===== config.mk =====
export PLATFORM = sky130hd
export DESIGN_NAME = mac_sequencer
export DESIGN_NICKNAME = d
export VERILOG_FILES = /design/src/rtl/mac_sequencer.sv
export SDC_FILE = /design/constraint.sdc
export NUM_CORES = 1
export LEC_CHECK = 0
export ABC_CLOCK_PERIOD_IN_PS = 2800
export BUFFER_PORTS_ARGS = -buffer_cell sky130_fd_sc_hd__buf_2
export CAP_MARGIN = 20
export CORE_ASPECT_RATIO = 0.75
export CORE_MARGIN = 2
export CORE_UTILIZATION = 45
export CTS_CLUSTER_DIAMETER = 150
export DETAILED_ROUTE_END_ITERATION = 10
export PLACE_DENSITY = 0.6
export SKIP_LAST_GASP = 1
export SLEW_MARGIN = 20
export SYNTH_ARGS = -nofsm -noshare
export SYNTH_HDL_FRONTEND = slang
export SYNTH_SLANG_ARGS = --single-unit

===== constraint.sdc =====
create_clock -name clk -period 2.8 [get_ports clk]
set_clock_uncertainty 0.05 [all_clocks]
set_input_delay 0.56 -clock clk [delete_from_list [all_inputs] [get_ports clk]]
set_output_delay 0.56 -clock clk [all_outputs]
set_load 0.05 [all_outputs]

===== src/rtl/mac_sequencer.sv =====
// mac_sequencer: initiator side of the mac start/done handshake.
// Holds one input vector and N_NEURONS weight rows. On go it runs one mac pass per neuron.
// Each pass streams the operand pairs, waits for mac_done, applies optional ReLU and emits
// the result. All data is signed Q8.8.
//
// state    | meaning
// ---------+------------------------------------------------------------
// S_IDLE   | waiting for go; buffers writable
// S_START  | mac_start pulse, pair 0 of neuron n on the operand bus
// S_STREAM | remaining pairs 1..N_INPUTS-1 of neuron n
// S_WAIT   | operands zero, waiting for mac_done or timeout
// S_STORE  | result_valid pulse for neuron n
// S_DONE   | done pulse, then back to idle
module mac_sequencer #(
    parameter int N_INPUTS  = 8,
    parameter int N_NEURONS = 4,
    parameter int RELU      = 1,
    parameter int TIMEOUT   = 64,
    localparam int AW = ($clog2(N_INPUTS * N_NEURONS) < 1) ? 1 : $clog2(N_INPUTS * N_NEURONS),
    localparam int IW = ($clog2(N_NEURONS) < 1) ? 1 : $clog2(N_NEURONS)
) (
    input  logic          clk,
    input  logic          reset,
    input  logic          go,
    input  logic          wr_en,
    input  logic          wr_sel,
    input  logic [AW-1:0] wr_addr,
    input  logic [15:0]   wr_data,
    output logic          mac_start,
    output logic [15:0]   mac_in,
    output logic [15:0]   weight,
    input  logic          mac_done,
    input  logic [15:0]   mac_out,
    output logic          result_valid,
    output logic [IW-1:0] result_idx,
    output logic [15:0]   result_data,
    output logic          busy,
    output logic          done,
    output logic          error
);

    // k must be able to hold N_INPUTS itself: it marks "last pair already driven"
    localparam int KW    = $clog2(N_INPUTS + 1);
    localparam int TW    = ($clog2(TIMEOUT) < 1) ? 1 : $clog2(TIMEOUT);
    localparam int DEPTH = 1 << AW;

    typedef enum logic [2:0] {
        S_IDLE,
        S_START,
        S_STREAM,
        S_WAIT,
        S_STORE,
        S_DONE
    } state_t;

    state_t        state;
    logic [IW-1:0] n;
    logic [KW-1:0] k;
    logic [TW-1:0] tcnt;

    logic [15:0]   x_mem [DEPTH];
    logic [15:0]   w_mem [DEPTH];

    logic [AW-1:0] x_idx;
    logic [AW-1:0] w_idx;
    logic [AW-1:0] w_row;

    assign busy = (state != S_IDLE);

    // Buffer writes, accepted only while idle; out-of-range addresses are dropped
    always_ff @(posedge clk) begin
        if (wr_en && state == S_IDLE) begin
            if (!wr_sel && 32'(wr_addr) < N_INPUTS)
                x_mem[wr_addr] <= wr_data;
            if (wr_sel && 32'(wr_addr) < N_INPUTS * N_NEURONS)
                w_mem[wr_addr] <= wr_data;
        end
    end

    // Operand addresses: current pair k of row n, and pair 0 of the following row
    always_comb begin
        x_idx = AW'(k);
        w_idx = AW'(32'(n) * N_INPUTS + 32'(k));
        w_row = AW'((32'(n) + 32'd1) * N_INPUTS);
    end

    // Sequencer FSM; every output is registered and reflects the state being entered
    always_ff @(posedge clk or posedge reset) begin
        if (reset) begin
            state        <= S_IDLE;
            n            <= '0;
            k            <= '0;
            tcnt         <= '0;
            mac_start    <= 1'b0;
            mac_in       <= '0;
            weight       <= '0;
            result_valid <= 1'b0;
            result_idx   <= '0;
            result_data  <= '0;
            done         <= 1'b0;
            error        <= 1'b0;
        end else begin
            mac_start    <= 1'b0;
            result_valid <= 1'b0;
            done         <= 1'b0;
            case (state)
                S_IDLE: begin
                    if (go) begin
                        error     <= 1'b0;
                        n         <= '0;
                        k         <= KW'(1);
                        mac_start <= 1'b1;
                        mac_in    <= x_mem['0];
                        weight    <= w_mem['0];
                        state     <= S_START;
                    end
                end
                S_START, S_STREAM: begin
                    if (k == KW'(N_INPUTS)) begin
                        mac_in <= '0;
                        weight <= '0;
                        tcnt   <= TW'(TIMEOUT - 1);
                        state  <= S_WAIT;
                    end else begin
                        mac_in <= x_mem[x_idx];
                        weight <= w_mem[w_idx];
                        k      <= k + KW'(1);
                        state  <= S_STREAM;
                    end
                end
                S_WAIT: begin
                    if (mac_done) begin
                        result_valid <= 1'b1;
                        result_idx   <= n;
                        result_data  <= (RELU != 0 && mac_out[15]) ? 16'h0000 : mac_out;
                        state        <= S_STORE;
                    end else if (tcnt == '0) begin
                        error <= 1'b1;
                        done  <= 1'b1;
                        state <= S_DONE;
                    end else begin
                        tcnt <= tcnt - TW'(1);
                    end
                end
                S_STORE: begin
                    if (n == IW'(N_NEURONS - 1)) begin
                        done  <= 1'b1;
                        state <= S_DONE;
                    end else begin
                        n         <= n + IW'(1);
                        k         <= KW'(1);
                        mac_start <= 1'b1;
                        mac_in    <= x_mem['0];
                        weight    <= w_mem[w_row];
                        state     <= S_START;
                    end
                end
                S_DONE: begin
                    state <= S_IDLE;
                end
                default: begin
                    state <= S_IDLE;
                end
            endcase
        end
    end

endmodule


After elaboration in Yosys (flattened, before gate mapping)
Memory sizes are Yosys's and may differ from the RTL's. Cells that the tools add are included.

Bits in registers: 69. Memory bits (writable): 1024. Input bits: 43. Output and inout port bits: 55. Logic and storage cells: 97. Memories: 2.

Add/subtract/negate cells: 5. Magnitude comparators: 1. Eq/ne operators: 14. Mux-type cells: 45. Reduce and logical (&&, ||, !) cells: 18.

Memories: w_mem (words 32, bits a word 16, rd ports 3, clocked after memory_dff 0, wr ports 1, RTL line 62) `logic [15:0] w_mem [DEPTH];`; x_mem (words 32, bits a word 16, rd ports 2, clocked after memory_dff 0, wr ports 1, RTL line 61) `logic [15:0] x_mem [DEPTH];`.

Operator list (count): 16-bit 2-to-1 mux (6); 16-bit case mux with 3 select lines (2); 6-bit 2-to-1 mux (3); 1-bit 2-to-1 mux (17); 15-bit 2-to-1 mux (1); 2-bit inequality test, second input constant (7); 3-bit 2-to-1 mux (4); 4-bit 2-to-1 mux (3); 3-bit case mux with 4 select lines (1); 4-bit case mux with 3 select lines (1); 6-bit case mux with 2 select lines (1); 4-bit AND reduction (3); 3-bit by 2-bit equality test with 1-bit output, second input constant (2); 6-bit zero test (1); 1-bit case mux with 2 select lines (3); 3-bit AND reduction (2); 2-bit nonzero test (3); 3-bit nonzero test (2); 6-bit by 1-bit subtractor with 6-bit output, second input constant (1); 5-bit by 4-bit adder with 5-bit output (1); 5-bit by 4-bit less-than comparator with 1-bit output, second input constant (1); 2-bit by 1-bit adder with 2-bit output, second input constant (2); 4-bit by 1-bit adder with 4-bit output, second input constant (1); 4-bit equality test, second input constant (1); 11 further kinds (14).

Logic depth before layout (Yosys ltp)
Gate-level depths: netlist of the first run.

Word-level depth: 5. Mapped depth: 13. Gate-level depth less buffers: 7.

Worst setup path before layout of the first run
OpenSTA, ideal clock, no wires.

Path type: reg-to-reg. Start: register state[0]. End: memory w_mem[16][0] (enable). Setup time: 0.388 ns. Arrival time: 2.377 ns. Required time: 2.362 ns. Slack: -0.015 ns. Stages on the path, launching flop included: 8. Buffers on the path: 2. Clock period less this slack: 2.815 ns. Cell sequence: dfrtp_1 -> clkbuf_1 -> nor3_1 -> and3_1 -> clkbuf_1 -> nand2_1 -> or3_1 -> nor2_1.

Word-level cells in the longest chain between the ends: 4.

RTL lines: start: declaration (RTL line 56) `state_t state;`; start signal: assignment (RTL line 90) `state <= S_IDLE;`; start signal: assignment (RTL line 115) `state <= S_START;`; start signal: assignment (RTL line 123) `state <= S_WAIT;`; 3-bit zero test (RTL line 72) `if (wr_en && state == S_IDLE) begin`; 1-bit logical AND (RTL line 72); 1-bit 2-to-1 mux (RTL line 72); 1-bit 2-to-1 mux (not written as such) (RTL line 76) `w_mem[wr_addr] <= wr_data;`; end: declaration (RTL line 62).

No other way between the ends.

Worst setup path after layout of the first run
Start: register k[0]. End: register weight[1].

Word-level cells in the longest chain between the ends: 4. Elaborated cells on any way between the ends: 5. Classes of those cells: add/sub (1); eq/ne (1); mux (2); memory (1).

RTL lines: start: declaration (RTL line 58) `logic [KW-1:0] k;`; start signal: assignment (RTL line 127) `k <= k + KW'(1);`; 5-bit by 4-bit adder with 5-bit output (RTL line 83) `w_idx = AW'(32'(n) * N_INPUTS + 32'(k));`; memory 32 x 16 bit; 16-bit 2-to-1 mux * (RTL line 119) `if (k == KW'(N_INPUTS)) begin`; 16-bit case mux with 3 select lines * (RTL line 106) `case (state)`; end signal: assignment (RTL line 114) `weight <= w_mem['0];`; end signal: assignment (RTL line 126) `weight <= w_mem[w_idx];`; end signal: assignment (RTL line 154) `weight <= w_mem[w_row];`; end: declaration (RTL line 31) `output logic [15:0] weight,`.

Every way passes the cells marked *; elsewhere a longest branch is shown, timed or not. A chain may end at the register's enable or synchronous reset.

==> results by group, run 1 <==
Worst setup path
  – Critical Path RT: 3250 ps
  – Critical Path Sink Type: flip-flop
  – Crit path cell chain: buf_12, buf_12, mux4_2, a22o_1, a211oi_1, or4_1, a21oi_1
  – Buf/Inv on CP: 2
  – CP top delay family: compound AO/OA/AOI/OAI gates
  – Most frequent CP cell: buf_12
  – Slowest-stage cell, CP: mux4_2
  – Critical path type: flip-flop to flip-flop
  – Crit path max fanout: 37
  – Setup crit start kind: flip-flop
  – Crit path DAT: 3140 ps
  – Max incr delay on CP: 530 ps

Cells and area
  – Share of layout cells above drive strength 1: 0.229
  – Final nets: 2,136
  – Fillcell total: 5,890
  – Multi-input gate area: 8420 um^2
  – Register area: 24,800 um^2
  – Area growth from synthesis to layout: 15.4%
  – Final instance area: 38,700 um^2

CTS
  – H-tree Lvls: 3
  – Longest Clk Path Bufs: 3
  – Root buf cell: clkbuf_16
  – Clk_lat worst skew: 630 ps
  – Sink Count: 836
  – Setup Fix Bufs, Post-CTS: 0
  – Total CTS buffers: 82
  – CTS tree: built
  – Clk slew on worst S/H paths: 60 ps

Yosys
  – Cell count after synthesis: 1,777
  – Number of enable flip-flop cells after synthesis: 768
  – Ys async rst share: 0.0813
  – Main synth FF type: edfxtp_1
  – #FFs+latches synth: 836
  – Post-synthesis sequential area ratio: 0.739
  – Post-Syn Area: 33,500 um^2
  – Synth top area share: 0.689
  – Mean post-synth cell area: 18.8 um^2
  – Syn. warnings: 0
  – Cell taking the most area after synthesis: edfxtp_1
  – Most frequent cell after synthesis: edfxtp_1
  – Number of distinct library cells after synthesis: 60
  – Synth area leaders: edfxtp_1 69%, mux4_2 8.6%, dfrtp_1 5.1%
  – Top cells by count, synth: 768 x edfxtp_1, 128 x mux4_2, 119 x mux2i_1

Detailed routing
  – DRC Markers: 0
  – Vias per cell: 5.81
  – WL per Instance: 27.1 um
  – DRT Pass-1 Iters: 6
  – Final ANT Viol Nets: 0
  – Via count: 18,144
  – DRT iter0 DRCs: 2,077
  – Routed wire length: 84,500 um

Power and ir drop
  – Power density over the cells: 943 nW/um^2
  – Tot Pwr: 36.4 mW
  – Peak VDD IR: 0.491 mV
  – Leakage: 13.1 nW

Flow run
  – Max-cap violations: 0

STA
  – Period utilization: 0.959
  – Slew of the pin with the lowest slew margin: 1020 ps
  – Minimum clock period after layout: 2690 ps
  – Fmax: 0.372 GHz
  – RSZ-0062 raised after global routing: no
  – Slew headroom: 0.317
  – Final Max Tran Viols: 0
  – Hold Violations, Final: 0
  – Final setup vio count: 0

Global route
  – Largest net degree at the start of global routing: 70
  – First-pass GRT wire length: 123,000 um
  – GRT Residual Overflow: 0
  – Vias in the first global route: 17,764
  – Number of antenna violations at the first check in global routing: 7
  – GRT Overall Usage: 0.222

Floorplanning
  – Core Box Area: 73,600 um^2
  – DIE HEIGHT: 240 um
  – Initial Util: 0.455
  – Die footprint: 76,600 um^2
  – IO Pins: 98
  – FP Rows: 86
  – Die width: 319 um

Placement
  – Final Wtd Congestion: 0.900
  – Final HPWL DP: 52,800 um
  – Post-DP Area: 36,100 um^2
  – Port-buffer cells: 96

Min path
  – Hold WC Path Type: input pin to flip-flop

Status
  – Outcome: finished clean
## flip-flops by register name (all words and copies together), names as in the netlist
| name | cells |
|---|---|
| w_mem | 512 |
| done | 1 |
| x_mem | 256 |
| result_idx | 2 |
| result_data | 15 |
| tcnt | 6 |
| weight | 16 |
| n | 2 |
| k | 4 |
| error | 1 |
| mac_in | 16 |
| mac_start | 1 |
| state | 3 |
| result_valid | 1 |
## kinds of logic (layout without fill, tap and decap cells)
| logic type | after synthesis | after routing | share of synthesized area |
|---|---|---|---|
| muxes | 290 | 290 | 0.144 |
| buffers and inverters | 117 | 365 | 0.0239 |
| other | 1 | 132 | 0.000112 |
| DFF | 836 | 836 | 0.739 |
| adders and majority gates | 5 | 5 | 0.00187 |
| AOI/OAI and AO/OA | 245 | 245 | 0.0488 |
| and+or+nand+nor | 277 | 277 | 0.0407 |
| xor gates and xnor gates | 6 | 6 | 0.00157 |
## report_power, final
part           switching (mW)  internal, mW
Combinational            6.76          4.30
Clock                    4.64          6.04
Sequential              0.421          14.3
## final timing paths
kind | slack, ps | endpoint | cells after the start | from
hold / removal | 110 | error$_DFFE_PP0P_ | 2 | go
max in group asynchronous | 1510 | k[1]$_DFFE_PP0P_ | 4 | reset
min in group asynchronous | 400 | mac_in[6]$_DFFE_PP0P_ | 3 | reset
hold reg to reg | 420 | result_data[11]$_DFFE_PP0P_ | 2 | result_data[11]$_DFFE_PP0P_
setup / recovery | 110 | weight[1]$_DFFE_PP0P_ | 7 | k[0]$_DFFE_PP0P_
setup reg to reg | 110 | weight[1]$_DFFE_PP0P_ | 7 | k[0]$_DFFE_PP0P_
## area by class of cell
type / instances / area share
sequential: 836 / 0.641
multi-input combinational: 952 / 0.218
clock buffer: 111 / 0.0583
timing repair buffer: 208 / 0.0423
tap: 968 / 0.0313
clock inverter: 38 / 0.00841
inverter: 8 / 0.000809
antenna: 3 / 0.000194
## layout by cell type, fill, tap and decap left out, types with 25 or more instances in the layout
cell / count
a21oi_1: 67
a22oi_1: 32
mux2_2: 26
buf_2: 96
edfxtp_1: 768
o221ai_1: 28
buf_4: 86
mux4_2: 128
buf_12: 25
nand2_1: 105
mux2i_1: 119
conb_1: 129
nor2_1: 68
a211oi_1: 42
clkbuf_16: 84
dfrtp_1: 65
o21ai_0: 30
## routing by layer
metal | wire length (um) | global-route usage
met1 | 37800 | 0.340
met2 | 37100 | 0.322
met3 | 8230 | 0.0559
met4 | 1450 | 0.0482
met5 | 13 | 0
## metrics by stage
| stage | instances | util | TNS (ps) | setup slack, ps | hold slack [ps] |
|---|---|---|---|---|---|
| after floorplan | 1905 | - | -970 | -15.2 | 452 |
| after global placement | 2971 | 0.490 | -59.3 | -59.3 | 409 |
| after detailed placement | 2971 | 0.490 | -25.0 | -25.0 | 423 |
| after CTS | 3121 | 0.525 | 0 | 73.6 | 70.7 |
| after global routing | 3121 | 0.525 | 0 | 24.5 | 88.4 |
| final | 3124 | 0.525 | 0 | 114 | 107 |
## worst register-to-register path: cells and delay by family, from the launching register on
family	cells	cell delay [ps]
AOI/OAI and AO/OA	3	710
buffers and inverters	2	630
DFF	1	460
muxes	1	540
and+or+nand+nor	1	180
## what timing repair did
action	CTS	global route
resized for setup	1	1
pin swaps	0	0
setup endpoints to repair	1	1
hold endpoints to repair	19	0
hold buffers	1	0
cloned	0	0
Power figures use the tool's default switching activity.
==> inputs of run 2 (changes only) <==
--- a/config.mk
+++ b/config.mk
@@ -10,10 +10,10 @@
 export CAP_MARGIN = 20
 export CORE_ASPECT_RATIO = 0.75
 export CORE_MARGIN = 2
-export CORE_UTILIZATION = 45
+export CORE_UTILIZATION = 30
 export CTS_CLUSTER_DIAMETER = 150
 export DETAILED_ROUTE_END_ITERATION = 10
-export PLACE_DENSITY = 0.6
+export PLACE_DENSITY = 0.43
 export SKIP_LAST_GASP = 1
 export SLEW_MARGIN = 20
 export SYNTH_ARGS = -nofsm -noshare
==> results by group, run 2 (synthesis results as in run 1) <==
Status
  – Outcome: finished clean

Power and ir drop
  – Tot Pwr: 38.5 mW (+5.6%)
  – Leakage: 13.5 nW (+3.0%)
  – Power density over the cells: 959 nW/um^2 (+1.7%)
  – Peak VDD IR: 0.561 mV (+14%)

Cells and area
  – Final instance area: 40,100 um^2 (+3.8%)
  – Fin util: 0.361 (-0.164)
  – Register area: 24,800 um^2 (unchanged)
  – Commonest non-fill, non-tap cells in the layout: 768 x edfxtp_1, 129 x conb_1, 128 x mux4_2
  – Leading cell type in the layout, fill and taps excluded: edfxtp_1
  – Fin cells: 3,663 (+17%)
  – Share of layout cells above drive strength 1: 0.248 (+0.0184)
  – Max FFs per register: 512 (unchanged)
  – Fillcell total: 10,441 (+77%)
  – Final nets: 2,174 (+1.8%)
  – Largest register by flop count: w_mem
  – Area growth from synthesis to layout: 19.8%
  – Multi-input gate area: 8410 um^2 (about the same)
  – Biggest regs: w_mem: 512 flops, x_mem: 256 flops

Detailed routing
  – WL per Instance: 26.1 um (-3.5%)
  – Routed wire length: 95,600 um (+13%)
  – DRT iter0 DRCs: 1,636 (-21%)
  – Via count: 18,088 (-0.31%)
  – Final ANT Viol Nets: 0 (unchanged)
  – DRT Pass-1 Iters: 5 (-1)
  – Vias per cell: 4.94 (-15%)
  – DRC Markers: 0 (unchanged)

Floorplanning
  – Die footprint: 114,000 um^2 (+49%)
  – FP Rows: 106 (+23%)
  – Die width: 390 um (+22%)
  – DIE HEIGHT: 293 um (+22%)
  – IO Pins: 98 (unchanged)
  – Core Box Area: 111,000 um^2 (+51%)
  – Initial Util: 0.301 (-0.154)

CTS
  – Longest Clk Path Bufs: 3 (unchanged)
  – CTS tree: built
  – Total CTS buffers: 89 (+8.5%)
  – Clk_lat worst skew: 680 ps (+50 ps)
  – Root buf cell: clkbuf_16
  – H-tree Lvls: 3 (unchanged)
  – Setup Fix Bufs, Post-CTS: 0 (unchanged)
  – Sink Count: 836 (unchanged)
  – Clk slew on worst S/H paths: 60 ps (about the same)

STA
  – Slew of the pin with the lowest slew margin: 969 ps (-54.5 ps)
  – Fmax: 0.371 GHz (-0.41%)
  – Slew headroom: 0.354 (+0.0364)
  – RSZ-0062 raised after global routing: no
  – Final setup vio count: 0 (unchanged)
  – Minimum clock period after layout: 2700 ps (+10.9 ps)
  – Setup ws final: 103 ps (-10.9 ps)
  – Final Max Tran Viols: 0 (unchanged)
  – Post-Route Setup TNS: 0 ps (unchanged)
  – Hold Violations, Final: 0 (unchanged)
  – Period utilization: 0.963 (+0.00390)
  – Hold WS: 79.0 ps (-27.7 ps)

Placement
  – Post-DP Area: 37,100 um^2 (+2.9%)
  – Port-buffer cells: 96 (unchanged)
  – Dpl cells: 3,492 (+18%)
  – Final HPWL DP: 61,600 um (+17%)
  – Pre-CTS setup slack: -241 ps (-216 ps)
  – Final Wtd Congestion: 0.809 (-10%)

Min path
  – Hold path endpoint: error$_DFFE_PP0P_
  – Hold WC Path Type: input pin to flip-flop
  – Hold path start: go
  – Hold depth: 2 (unchanged)

Worst setup path
  – Setup crit start kind: flip-flop
  – Crit path max fanout: 10 (-73%)
  – Max incr delay on CP: 590 ps (+60 ps)
  – Register-to-register setup slack: 100 ps (about the same)
  – Crit path DAT: 3180 ps (+40 ps)
  – Slowest-stage cell, CP: dfrtp_4
  – Crit path cell chain: nor2b_2, buf_4, a22oi_1, a21oi_1, or4_1, a21oi_1
  – Worst R2R Start: k[0]$_DFFE_PP0P_
  – Critical path type: flip-flop to flip-flop
  – CP top delay family: simple AND/OR/NAND/NOR gates
  – Critical Path Sink Type: flip-flop
  – Buf/Inv on CP: 1 (-1)
  – Reg2reg end: weight[13]$_DFFE_PP0P_
  – FF-to-FF path depth: 6 (-1)
  – Most frequent CP cell: a21oi_1
  – Critical Path RT: 3280 ps (+30 ps)

Global route
  – Largest net degree at the start of global routing: 66 (-5.7%)
  – Number of antenna violations at the first check in global routing: 15 (+8)
  – GRT Overall Usage: 0.168 (-0.0546)
  – GRT Residual Overflow: 0 (unchanged)
  – First-pass GRT wire length: 137,000 um (+11%)
  – Vias in the first global route: 18,504 (+4.2%)

Flow run
  – Max-cap violations: 0 (unchanged)
## run 2: cell types whose count changed in the layout (fill, tap and decap cells not counted), sizes merged
cell / previous run / this run
buf: 207 / 238
bufinv: 4 / 9
clkbuf: 111 / 113
clkinv: 32 / 40
clkinvlp: 0 / 5
diode: 3 / 2
inv: 10 / 9
## run 2: cell type report
cell class / count / area share
timing repair buffer: 239 / 0.0516
sequential: 836 / 0.617
clock inverter: 55 / 0.0138
clock buffer: 113 / 0.0611
tap: 1458 / 0.0455
inverter: 8 / 0.000780
multi-input combinational: 952 / 0.210
antenna: 2 / 0.000125
## run 2: worst max path at each step
stage	start	cells after the start	slack [ps]	end
after floorplan	state[0]$_DFFE_PP0P_	7	-20	w_mem[16][0]$_DFFE_PP_
after global placement	k[0]$_DFFE_PP0P_	6	-220	weight[13]$_DFFE_PP0P_
after detailed placement	k[0]$_DFFE_PP0P_	6	-240	weight[13]$_DFFE_PP0P_
after CTS	k[0]$_DFFE_PP0P_	6	130	weight[13]$_DFFE_PP0P_
after global routing	n[0]$_DFFE_PP0P_	7	40	weight[13]$_DFFE_PP0P_
final	k[0]$_DFFE_PP0P_	6	100	weight[13]$_DFFE_PP0P_
## run 2: where the power goes
part / switching [mW] / total, mW / internal, mW
registers: 0.491 / 14.8 / 14.3
clock network: 5.02 / 12.1 / 7.06
logic: 7.04 / 11.6 / 4.57
## run 2: per-layer routing
| layer | track usage | share of wire | vias to the layer above |
|---|---|---|---|
| li1 | - | - | 7829 |
| met1 | 0.257 | 0.49 | 9603 |
| met2 | 0.245 | 0.43 | 515 |
| met3 | 0.0330 | 0.062 | 127 |
| met4 | 0.0359 | 0.018 | 14 |
| met5 | 0 | 0.00084 | - |
## run 2: repair_timing
item / 4_1_cts / 5_1_grt
endpoints found under the setup margin: 2 / 0
endpoints found under the hold margin: 19 / 0
hold buffers: 1 / 0
gates resized for setup: 1 / 0
